===== src/rtl/islip_pkg.sv =====
// Shared types and helpers for the iSLIP iteration controller.
// Latency: n/a (types, constants and a pure function only).
// Backpressure: n/a.
package islip_pkg;

    // Controller phase encoding; strobes are decoded straight from this.
    typedef enum logic [1:0] {
        ST_IDLE   = 2'd0,
        ST_GRANT  = 2'd1,
        ST_ACCEPT = 2'd2,
        ST_DONE   = 2'd3
    } state_t;

    // Width of the iteration counter (iterations 1..7).
    localparam int ITER_W = 3;

    // Base bit index of row `row` in a flattened n*n matrix (row i = bits i*n +: n).
    function automatic int unsigned row_base(input int unsigned n, input int unsigned row);
        return n * row;
    endfunction

endpackage


===== src/rtl/islip_match_filter.sv =====
// Filters one cycle of accept vectors into legal new matches against the unmatched masks.
// Latency: purely combinational, zero cycles.
// Backpressure: none; evaluated whenever the controller samples it.
//
// Ports: i_accept (N*N, row i = input i's one-hot accepted output), i_in_mask/i_out_mask
// (1 = still unmatched), o_new_match (legal new matches, same layout), o_in_clr/o_out_clr
// (ports consumed this cycle), o_any_new (at least one legal match), o_err (any illegal row).
module islip_match_filter
    import islip_pkg::*;
#(
    parameter int N = 25
) (
    input  logic [N*N-1:0] i_accept,
    input  logic [N-1:0]   i_in_mask,
    input  logic [N-1:0]   i_out_mask,
    output logic [N*N-1:0] o_new_match,
    output logic [N-1:0]   o_in_clr,
    output logic [N-1:0]   o_out_clr,
    output logic           o_any_new,
    output logic           o_err
);

    logic [N-1:0] row;

    // Rows are walked lowest index first; o_out_clr doubles as the set of outputs
    // already claimed this cycle, so a lower row beats any higher row on the same output.
    always_comb begin
        o_new_match = '0;
        o_in_clr    = '0;
        o_out_clr   = '0;
        o_err       = 1'b0;
        row         = '0;
        for (int i = 0; i < N; i++) begin
            row = i_accept[row_base(N, i) +: N];
            if (row != '0) begin
                if (i_in_mask[i] &&
                    ((row & (row - N'(1))) == '0) &&
                    ((row & i_out_mask & ~o_out_clr) != '0)) begin
                    o_new_match[row_base(N, i) +: N] = row;
                    o_in_clr[i]                      = 1'b1;
                    o_out_clr                        = o_out_clr | row;
                end else begin
                    o_err = 1'b1;
                end
            end
        end
    end

    assign o_any_new = |o_in_clr;

endmodule


===== src/rtl/islip_iter_ctrl.sv =====
// Sequences the grant/accept iterations of one iSLIP slot and accumulates the match matrix.
// Latency: start sampled in cycle c -> o_match_vld in cycle c+2n+1 (n = iterations run).
// Backpressure: i_start honoured only while o_ready=1; otherwise dropped, never queued.
//
// Ports: clk, reset (async, active-low); i_start/o_ready slot handshake; o_grant_en,
// o_accept_en, o_ptr_update strobes to the arbiter arrays; o_in_mask/o_out_mask unmatched
// ports; i_accept per-input accept rows; o_match/o_match_vld result; o_iter, o_err status.
// Build option: define ISLIP_EARLY_EXIT_EN to end the slot after an accept with no new match.
module islip_iter_ctrl
    import islip_pkg::*;
#(
    parameter int N    = 25,
    parameter int P    = 8,
    parameter int ITER = 3
) (
    input  logic              clk,
    input  logic              reset,
    input  logic              i_start,
    output logic              o_ready,
    output logic              o_grant_en,
    output logic              o_accept_en,
    output logic              o_ptr_update,
    output logic [N-1:0]      o_in_mask,
    output logic [N-1:0]      o_out_mask,
    input  logic [N*N-1:0]    i_accept,
    output logic [N*N-1:0]    o_match,
    output logic              o_match_vld,
    output logic [ITER_W-1:0] o_iter,
    output logic              o_err
);

`ifdef ISLIP_EARLY_EXIT_EN
    localparam bit EARLY_EXIT = 1'b1;
`else
    localparam bit EARLY_EXIT = 1'b0;
`endif

    // P only sizes the arbiters next door; it is checked here so a bad build fails early.
    if (P < 1 || ITER < 1 || ITER > 7) begin : g_cfg_check
        $error("islip_iter_ctrl: P must be >= 1 and ITER must be in 1..7");
    end

    state_t              state_q, state_d;
    logic [N-1:0]        in_mask_q, in_mask_d;
    logic [N-1:0]        out_mask_q, out_mask_d;
    logic [N*N-1:0]      match_q, match_d;
    logic [ITER_W-1:0]   iter_q, iter_d;
    logic                err_q, err_d;

    logic [N*N-1:0]      new_match;
    logic [N-1:0]        in_clr;
    logic [N-1:0]        out_clr;
    logic                any_new;
    logic                filt_err;

    islip_match_filter #(.N(N)) u_filter (
        .i_accept    (i_accept),
        .i_in_mask   (in_mask_q),
        .i_out_mask  (out_mask_q),
        .o_new_match (new_match),
        .o_in_clr    (in_clr),
        .o_out_clr   (out_clr),
        .o_any_new   (any_new),
        .o_err       (filt_err)
    );

    always_ff @(posedge clk or negedge reset) begin
        if (!reset) begin
            state_q    <= ST_IDLE;
            in_mask_q  <= '1;
            out_mask_q <= '1;
            match_q    <= '0;
            iter_q     <= '0;
            err_q      <= 1'b0;
        end else begin
            state_q    <= state_d;
            in_mask_q  <= in_mask_d;
            out_mask_q <= out_mask_d;
            match_q    <= match_d;
            iter_q     <= iter_d;
            err_q      <= err_d;
        end
    end

    always_comb begin
        state_d    = state_q;
        in_mask_d  = in_mask_q;
        out_mask_d = out_mask_q;
        match_d    = match_q;
        iter_d     = iter_q;
        err_d      = err_q;
        case (state_q)
            ST_IDLE: begin
                if (i_start) begin
                    state_d    = ST_GRANT;
                    in_mask_d  = '1;
                    out_mask_d = '1;
                    match_d    = '0;
                    iter_d     = ITER_W'(1);
                    err_d      = 1'b0;
                end
            end
            ST_GRANT: begin
                state_d = ST_ACCEPT;
            end
            ST_ACCEPT: begin
                match_d    = match_q | new_match;
                in_mask_d  = in_mask_q & ~in_clr;
                out_mask_d = out_mask_q & ~out_clr;
                err_d      = err_q | filt_err;
                // Exit test uses the post-accept input mask so a full match ends the slot now.
                if (iter_q == ITER_W'(ITER) || in_mask_d == '0 || (EARLY_EXIT && !any_new)) begin
                    state_d = ST_DONE;
                end else begin
                    state_d = ST_GRANT;
                    iter_d  = iter_q + ITER_W'(1);
                end
            end
            ST_DONE: begin
                state_d = ST_IDLE;
            end
            default: begin
                state_d = ST_IDLE;
            end
        endcase
    end

    assign o_ready      = (state_q == ST_IDLE);
    assign o_grant_en   = (state_q == ST_GRANT);
    assign o_accept_en  = (state_q == ST_ACCEPT);
    // Pointers may only advance on first-iteration accepts, otherwise iSLIP loses its
    // desynchronisation property.
    assign o_ptr_update = (state_q == ST_ACCEPT) && (iter_q == ITER_W'(1));
    assign o_match_vld  = (state_q == ST_DONE);
    assign o_in_mask    = in_mask_q;
    assign o_out_mask   = out_mask_q;
    assign o_match      = match_q;
    assign o_iter       = iter_q;
    assign o_err        = err_q;

endmodule


===== config.mk =====
export PLATFORM = sky130hd
export DESIGN_NAME = islip_iter_ctrl
export DESIGN_NICKNAME = d
export VERILOG_FILES = /design/src/rtl/islip_pkg.sv /design/src/rtl/islip_match_filter.sv /design/src/rtl/islip_iter_ctrl.sv
export SDC_FILE = /design/constraint.sdc
export NUM_CORES = 2
export LEC_CHECK = 0
export ABC_AREA = 0
export BUFFER_PORTS_ARGS = -buffer_cell sky130_fd_sc_hd__buf_2
export CORE_AREA = 2 2 516 518
export DETAILED_ROUTE_END_ITERATION = 12
export DIE_AREA = 0 0 518 520
export GPL_TIMING_DRIVEN = 0
export PLACE_DENSITY_LB_ADDON = 0.25
export SLEW_MARGIN = 10
export SYNTH_ARGS = -nofsm -noshare
export SYNTH_HDL_FRONTEND = slang
export SYNTH_SLANG_ARGS = --single-unit

===== constraint.sdc =====
create_clock -name clk -period 32.5 [get_ports clk]
set_clock_uncertainty 0.2 [all_clocks]
set_input_delay 6.5 -clock clk [delete_from_list [all_inputs] [get_ports clk]]
set_output_delay 6.5 -clock clk [all_outputs]
set_load 0.02 [all_outputs]

# Word-level counts from Yosys, hierarchy flattened
# Cells that the tools add are included.
totals:
  register_bits: 681
  inputBits: 628
  elab_cells: 510
classes:
  addsub: 26
  n_eq_ne: 7
  n_mux: 211
  n_bitwise: 128
  reduce_logical: 132
op_table:
  columns: ["operator", "n"]
  rows:
  - ["2-to-1 mux 25 bit", 99]
  - ["bitwise AND 25 bit", 76]
  - ["case mux 625 bit (2 select lines)", 1]
  - ["nonzero test 25 bit", 50]
  - ["zero test 25 bit", 26]
  - ["inverter 25 bit", 26]
  - ["2-to-1 mux 625 bit", 1]
  - ["OR 625 bit", 1]
  - ["subtractor 25 x 1 -> 25 bit (second input constant)", 25]
  - ["OR 25 bit", 24]
  - ["2-to-1 mux 1 bit", 101]
  - ["case mux 25 bit (2 select lines)", 2]
  - ["logical AND 1 bit", 51]
  - ["case mux 2 bit (4 select lines)", 1]
  - ["2-to-1 mux 3 bit", 2]
  - ["case mux 3 bit (2 select lines)", 1]
  - ["equality test 2 bit (second input constant)", 2]
  - ["2-to-1 mux 2 bit", 2]
  - ["inequality test 2 bit (second input constant)", 2]
  - ["adder 3 x 1 -> 3 bit (second input constant)", 1]
  - ["equality test 3 x 1 -> 1 bit (second input constant)", 1]
  - ["equality test 3 x 2 -> 1 bit (second input constant)", 1]
  - ["AND reduction 3 bit", 1]
  - ["equality test 2 x 1 -> 1 bit (second input constant)", 1]
  - ["other kinds (6)", 6]

# Longest topological paths before layout
depth:
  depth_word: 157
  mapped_depth: 90
  depth_no_buf: 66

# Cells and area by module
# A second synthesis with hierarchy kept.
hier_totals:
  hier_cells: 7239
  hier_area_um2: 55149.1
modules_own_cells:
  columns: ["mod", "instances", "cells_per_inst", "area_per_inst_um2"]
  rows:
  - ["islip_match_filter", 1, 4998, 30415.4]
  - ["islip_iter_ctrl", 1, 2241, 24733.7]

# Least setup slack after synthesis
# Ideal clock, no wire load.
synth_path:
  path_kind: "input to register"
  from: "input port i_accept[17]"
  to: "register iter_q[1], in the netlist o_iter[1]"
  setup_ps: 104
  arrival_ps: 24660
  t_required_ps: 32196
  slack_ps: 7536
  stages: 76
  cell_sequence: "buf_6 > or3_4 > or4_1 > buf_2 > a2111oi_2 > nor2_1 > or4b_4 > o31ai_1 > a21oi_1 > a2111o_1 > a211oi_2 > and3_1 > buf_2 > a21boi_4 > a211o_1 > and2_1 > buf_2 > a2111o_1 > [... 40 more ...] > a311o_1 > nor4_1 > o311ai_1 > o21ai_1 > buf_4 > o211ai_1 > o22ai_1 > nor4_1 > a21oi_2 > buf_4 > a211oi_1 > or4_1 > or3_1 > o22ai_1 > a21oi_1 > o31a_1 > or2_1 > o311ai_1"
synth_via:
  elab_chain_cells: 157
  word_cells_on_any_way: 231
  classes_between: "add/sub (1); eq/ne (1); mux (98); bitwise (75); reduce/logical (56)"
synth_rtl:
  columns: ["item", "line_no", "rtl"]
  rows:
  - ["from (decl)", "islip_iter_ctrl.sv:25", "input logic [N*N-1:0] i_accept,"]
  - ["subtractor 25 x 1 -> 25 bit", "islip_match_filter.sv:37", "((row & (row - N'(1))) == '0) &&"]
  - ["bitwise AND 25 bit", "islip_match_filter.sv:37", null]
  - ["zero test 25 bit", "islip_match_filter.sv:37", null]
  - ["logical AND 1 bit", "islip_match_filter.sv:36", "if (i_in_mask[i] &&"]
  - ["logical AND 1 bit", "islip_match_filter.sv:37", null]
  - ["2-to-1 mux 25 bit", "islip_match_filter.sv:36", null]
  - ["2-to-1 mux 25 bit", "islip_match_filter.sv:35", "if (row != '0) begin"]
  - ["inverter 25 bit", "islip_match_filter.sv:38", "((row & i_out_mask & ~o_out_clr) != '0)) begin"]
  - ["[... 141 more ...]", null, null]
  - ["2-to-1 mux 1 bit", "islip_match_filter.sv:36", null]
  - ["2-to-1 mux 1 bit", "islip_match_filter.sv:35", null]
  - ["inverter 25 bit *", "islip_iter_ctrl.sv:108", "in_mask_d = in_mask_q & ~in_clr;"]
  - ["bitwise AND 25 bit *", "islip_iter_ctrl.sv:108", null]
  - ["zero test 25 bit *", "islip_iter_ctrl.sv:112", "if (iter_q == ITER_W'(ITER) || in_mask_d == '0 || (EARLY_EXIT && !any_new)) begin"]
  - ["logical OR 1 bit *", "islip_iter_ctrl.sv:112", null]
  - ["inequality test 2 bit (no source line) *", null, null]
  - ["AND reduction 3 bit (no source line) *", null, null]
  - ["to (signal assigned)", "islip_iter_ctrl.sv:80", "iter_q <= iter_d;"]
  - ["to (decl)", "islip_iter_ctrl.sv:47", "logic [ITER_W-1:0] iter_q, iter_d;"]
# Mark *: on every way between the ends. The rest lies on a longest branch, timed or not.
# A chain may end at the register's enable or synchronous reset.

# Worst setup path after layout
layout_path:
  from: "input port i_accept[16]"
  to: "register out_mask_q[11], in the netlist o_out_mask[11]"
layout_via:
  elab_chain_cells: 154
  word_cells_on_any_way: 181
  classes_between: "add/sub (1); mux (51); bitwise (76); reduce/logical (53)"
layout_rtl:
  columns: ["item", "line_no", "rtl"]
  rows:
  - ["subtractor 25 x 1 -> 25 bit", "islip_match_filter.sv:37", null]
  - ["bitwise AND 25 bit", "islip_match_filter.sv:37", null]
  - ["zero test 25 bit", "islip_match_filter.sv:37", null]
  - ["logical AND 1 bit", "islip_match_filter.sv:36", null]
  - ["logical AND 1 bit", "islip_match_filter.sv:37", null]
  - ["2-to-1 mux 25 bit", "islip_match_filter.sv:36", null]
  - ["2-to-1 mux 25 bit *", "islip_match_filter.sv:35", null]
  - ["inverter 25 bit", "islip_match_filter.sv:38", null]
  - ["[... 138 more ...]", null, null]
  - ["bitwise AND 25 bit", "islip_match_filter.sv:38", null]
  - ["nonzero test 25 bit", "islip_match_filter.sv:38", null]
  - ["logical AND 1 bit", "islip_match_filter.sv:37", null]
  - ["2-to-1 mux 25 bit", "islip_match_filter.sv:36", null]
  - ["2-to-1 mux 25 bit *", "islip_match_filter.sv:35", null]
  - ["inverter 25 bit *", "islip_iter_ctrl.sv:109", "out_mask_d = out_mask_q & ~out_clr;"]
  - ["bitwise AND 25 bit *", "islip_iter_ctrl.sv:109", null]
  - ["case mux 25 bit (2 select lines) *", "islip_iter_ctrl.sv:92", "case (state_q)"]
  - ["to (signal assigned)", "islip_iter_ctrl.sv:78", "out_mask_q <= out_mask_d;"]
  - ["to (decl)", "islip_iter_ctrl.sv:45", "logic [N-1:0] out_mask_q, out_mask_d;"]
# Marked as above.

==> flow_summary.yaml <==
outcome:
  run_status: "finished, final reports clean"
grt:
  antenna_found_initial: 91
  track_usage_pct: 26.5
  grt_pass1_wl_um: 503000
  grt_pass1_vias: 57643
  overflow: 0
  grt_max_degree: 108
die:
  start_util_pct: 18.0
  num_rows: 189
  die_h_um: 520
  die_area_um2: 269000
  die_w_um: 518
  core_um2: 264000
  num_io_pins: 1312
final_layout:
  finalInstanceArea_um2: 61500
  drive_gt1_share_pct: 22.7
  fin_nets: 7568
  fillers: 29564
  utilization_pct: 23.3
  syn2layout_area_growth_pct: 29.4
synthesis:
  synth-compound-area-share_pct: 37.3
  yosys.area_share.simple_pct: 19.2
  ys_seq_area_share_pct: 36.0
  synth_fa_ha_area_share_pct: 1.70
  yosys_warnings: 0
  syn_inst: 5652
  synth-xor-area-share_pct: 0
  synth.avg_cell_area_um2: 8.41
  synthesis.area_um2: 47500
  ys_ff_latch: 681
  synth_edf_count: 0
  ys_types: 113
  synth_flop_cell: "dfrtp_1"
  async_reset_ff_share_pct: 100
  synth_mux_area_share_pct: 0
  syn-num-nets: 6283
  synth_top_family_by_area: "compound AO/OA/AOI/OAI gates"
placed_design:
  dpl.hpwl_um: 302000
  portBuffers: 1176
  placed_area_um2: 58300
  place_congestion: 0.994
setup_path:
  required_ps: 32930
  endpoint_kind: "flop"
  arrival_ps: 32650
  crit_path_start_kind: "input port"
  cp_slowest_stage_delay_ps: 1030
  crit_top_cell: "buf_2"
  critPathMaxFanout: 10
  cp-startpoint: "i_accept[16]"
  crit_slowest_cell: "a21boi_0"
  reg2reg_from: "o_out_mask[15]"
  critical_path_class: "in2reg"
sta:
  fmax_mhz: 31.0
  grt_setup_unrepaired: "no"
  worstMarginPinSlew_ps: 1450
  setup_viol: 0
  post-route-period-util_pct: 99.1
  fin_crit_ps: 32210
  slew_viol_final: 0
  timing.hold.ws_ps: 293
  fin_setup_tns_ps: 0
  slew_headroom_pct: 3.45
  hold_viol_final: 0
drt:
  viasPerCell: 5.67
  firstDrtPassIters: 8
  ant_nets: 0
  wl_per_cell_um: 35.6
  drc: 0
  wl_um: 376000
  num_vias: 59880
  first_iter_violations: 7085
power_and_ir_drop:
  total_power_mw: 2.41
  p_leak_nw: 28.1
  power_density_nw_per_um2: 39.2
  peakVddDrop_mv: 0.0352
clocking:
  clock_path_buffers: 3
  holdBufCountCts: 0
  cts-root-buf: "clkbuf_16"
  ctsHtreeMaxLevel: 3
  cts_tree: "yes"
  clock-sinks: 681
  worstSkewPairLatency_ps: 750
  cts_buffers: 80
  path_clk_slew_ps: 70
min_path:
  hp-start: "o_err"
  hold_path_class: "reg2reg"
job:
  cap_violations: 0
==> logic make-up (layout without fill, tap and decap cells) <==
group | after synthesis | in the layout
other | 0 | 30
and+or+nand+nor | 1831 | 1831
DFF | 681 | 681
AOI/OAI and AO/OA | 2347 | 2347
buffers and inverters | 713 | 2061
adders and majority gates | 80 | 80
==> worst paths after layout <==
kind / end / slack (ps) / depth (start not counted)
max: o_out_mask[11] / 290 / 80
min in group asynchronous: o_match[485] / 5500 / 1
max in group asynchronous: o_match[225] / 23900 / 5
max reg2reg: o_out_mask[11] / 6090 / 78
min reg2reg: o_err / 290 / 2
min: o_err / 290 / 2
==> layout make-up <==
type / count / area, um2 / area share, %
inverter: 329 / 1230 / 2.01
timing repair buffer: 1203 / 6300 / 10.2
clock inverter: 31 / 494 / 0.803
sequential: 681 / 17100 / 27.8
buffer: 384 / 1570 / 2.55
multi-input combinational: 4258 / 28000 / 45.6
antenna: 30 / 75.1 / 0.122
clock buffer: 114 / 2280 / 3.71
tap: 3533 / 4420 / 7.19
==> cell usage after synthesis (54+ instances only) <==
cell	count	area [um2]
nand4_1	69	432
o211ai_1	98	736
nor3_1	163	816
a211oi_1	94	706
dfrtp_1	631	15800
nor4_1	84	526
o21ai_0	236	1180
a22o_1	636	5570
clkbuf_1	322	1210
nand2_1	613	2300
a221oi_1	69	604
inv_1	328	1230
and3_1	55	344
nand3_1	143	716
a31oi_1	70	438
a21oi_1	315	1580
o22ai_1	88	551
and2_1	54	338
maj3_1	77	771
a21boi_0	70	526
or3_1	76	475
nor2_1	310	1160
==> critical path: cells and delay by family <==
| kind | cells | cell delay [ps] |
|---|---|---|
| AO/OA/AOI/OAI | 47 | 16530 |
| buffers and inverters | 15 | 4020 |
| AND/OR/NAND/NOR | 18 | 5490 |
==> sequential cells by signal, indices dropped and copies added (netlist names) <==
register	flops
o_out_mask	25
state_q	2
o_in_mask	25
o_match	625
o_iter	3
o_err	1
==> power breakdown <==
part	internal (mW)	switching (mW)	total, mW
registers	0.851	0.00341	0.855
logic	0.114	0.453	0.567
clock network	0.552	0.437	0.989
==> stage by stage <==
step,setup WS (ps),std cells
final,285,10563
after global routing,40.3,10541
after CTS,59.2,10531
after detailed placement,-2040,10383
after global placement,-3280,10361
after floorplan,7540,5652
==> metal layers <==
metal,global-route usage (%),vias to the layer above,wire length (um)
li1,-,24605,-
met1,32.9,30430,149000
met2,42.8,3955,172000
met3,6.68,820,35100
met4,12.7,70,20000
met5,0,-,426
==> cell usage in the layout (no fill, tap or decap), types with 33 or more instances in the layout <==
master,synthesis,routed
nor4_1,84,78
o22ai_1,88,88
nor2_1,310,308
o32ai_1,35,35
clkbuf_16,0,80
o21ai_1,39,39
o211ai_1,98,98
o2111ai_1,35,35
nand3_1,143,143
dfstp_2,50,50
o21ai_0,236,233
nand2b_1,37,37
nor3_1,163,160
a31oi_1,70,70
a21boi_0,70,64
o21a_1,35,35
dfrtp_1,631,631
or2_2,44,44
inv_1,328,327
and3_1,55,55
a21oi_1,315,309
a221oi_1,69,57
and2_1,54,54
a22o_1,636,636
a2111oi_0,46,41
o31ai_1,35,33
clkbuf_1,322,325
a22oi_1,50,49
a211oi_1,94,89
maj3_1,77,77
nand4_1,69,69
buf_2,34,1212
nand2_1,613,613
or4_1,36,36
or3_1,76,76
o221ai_1,36,35
a21o_1,39,39
==> repair_timing <==
item | CTS | global route
buffers inserted | 3 | 2
setup endpoints to repair | 81 | 108
gates resized for setup | 25 | 51
pin swaps | 1 | 4
Power figures use the tool's default switching activity.
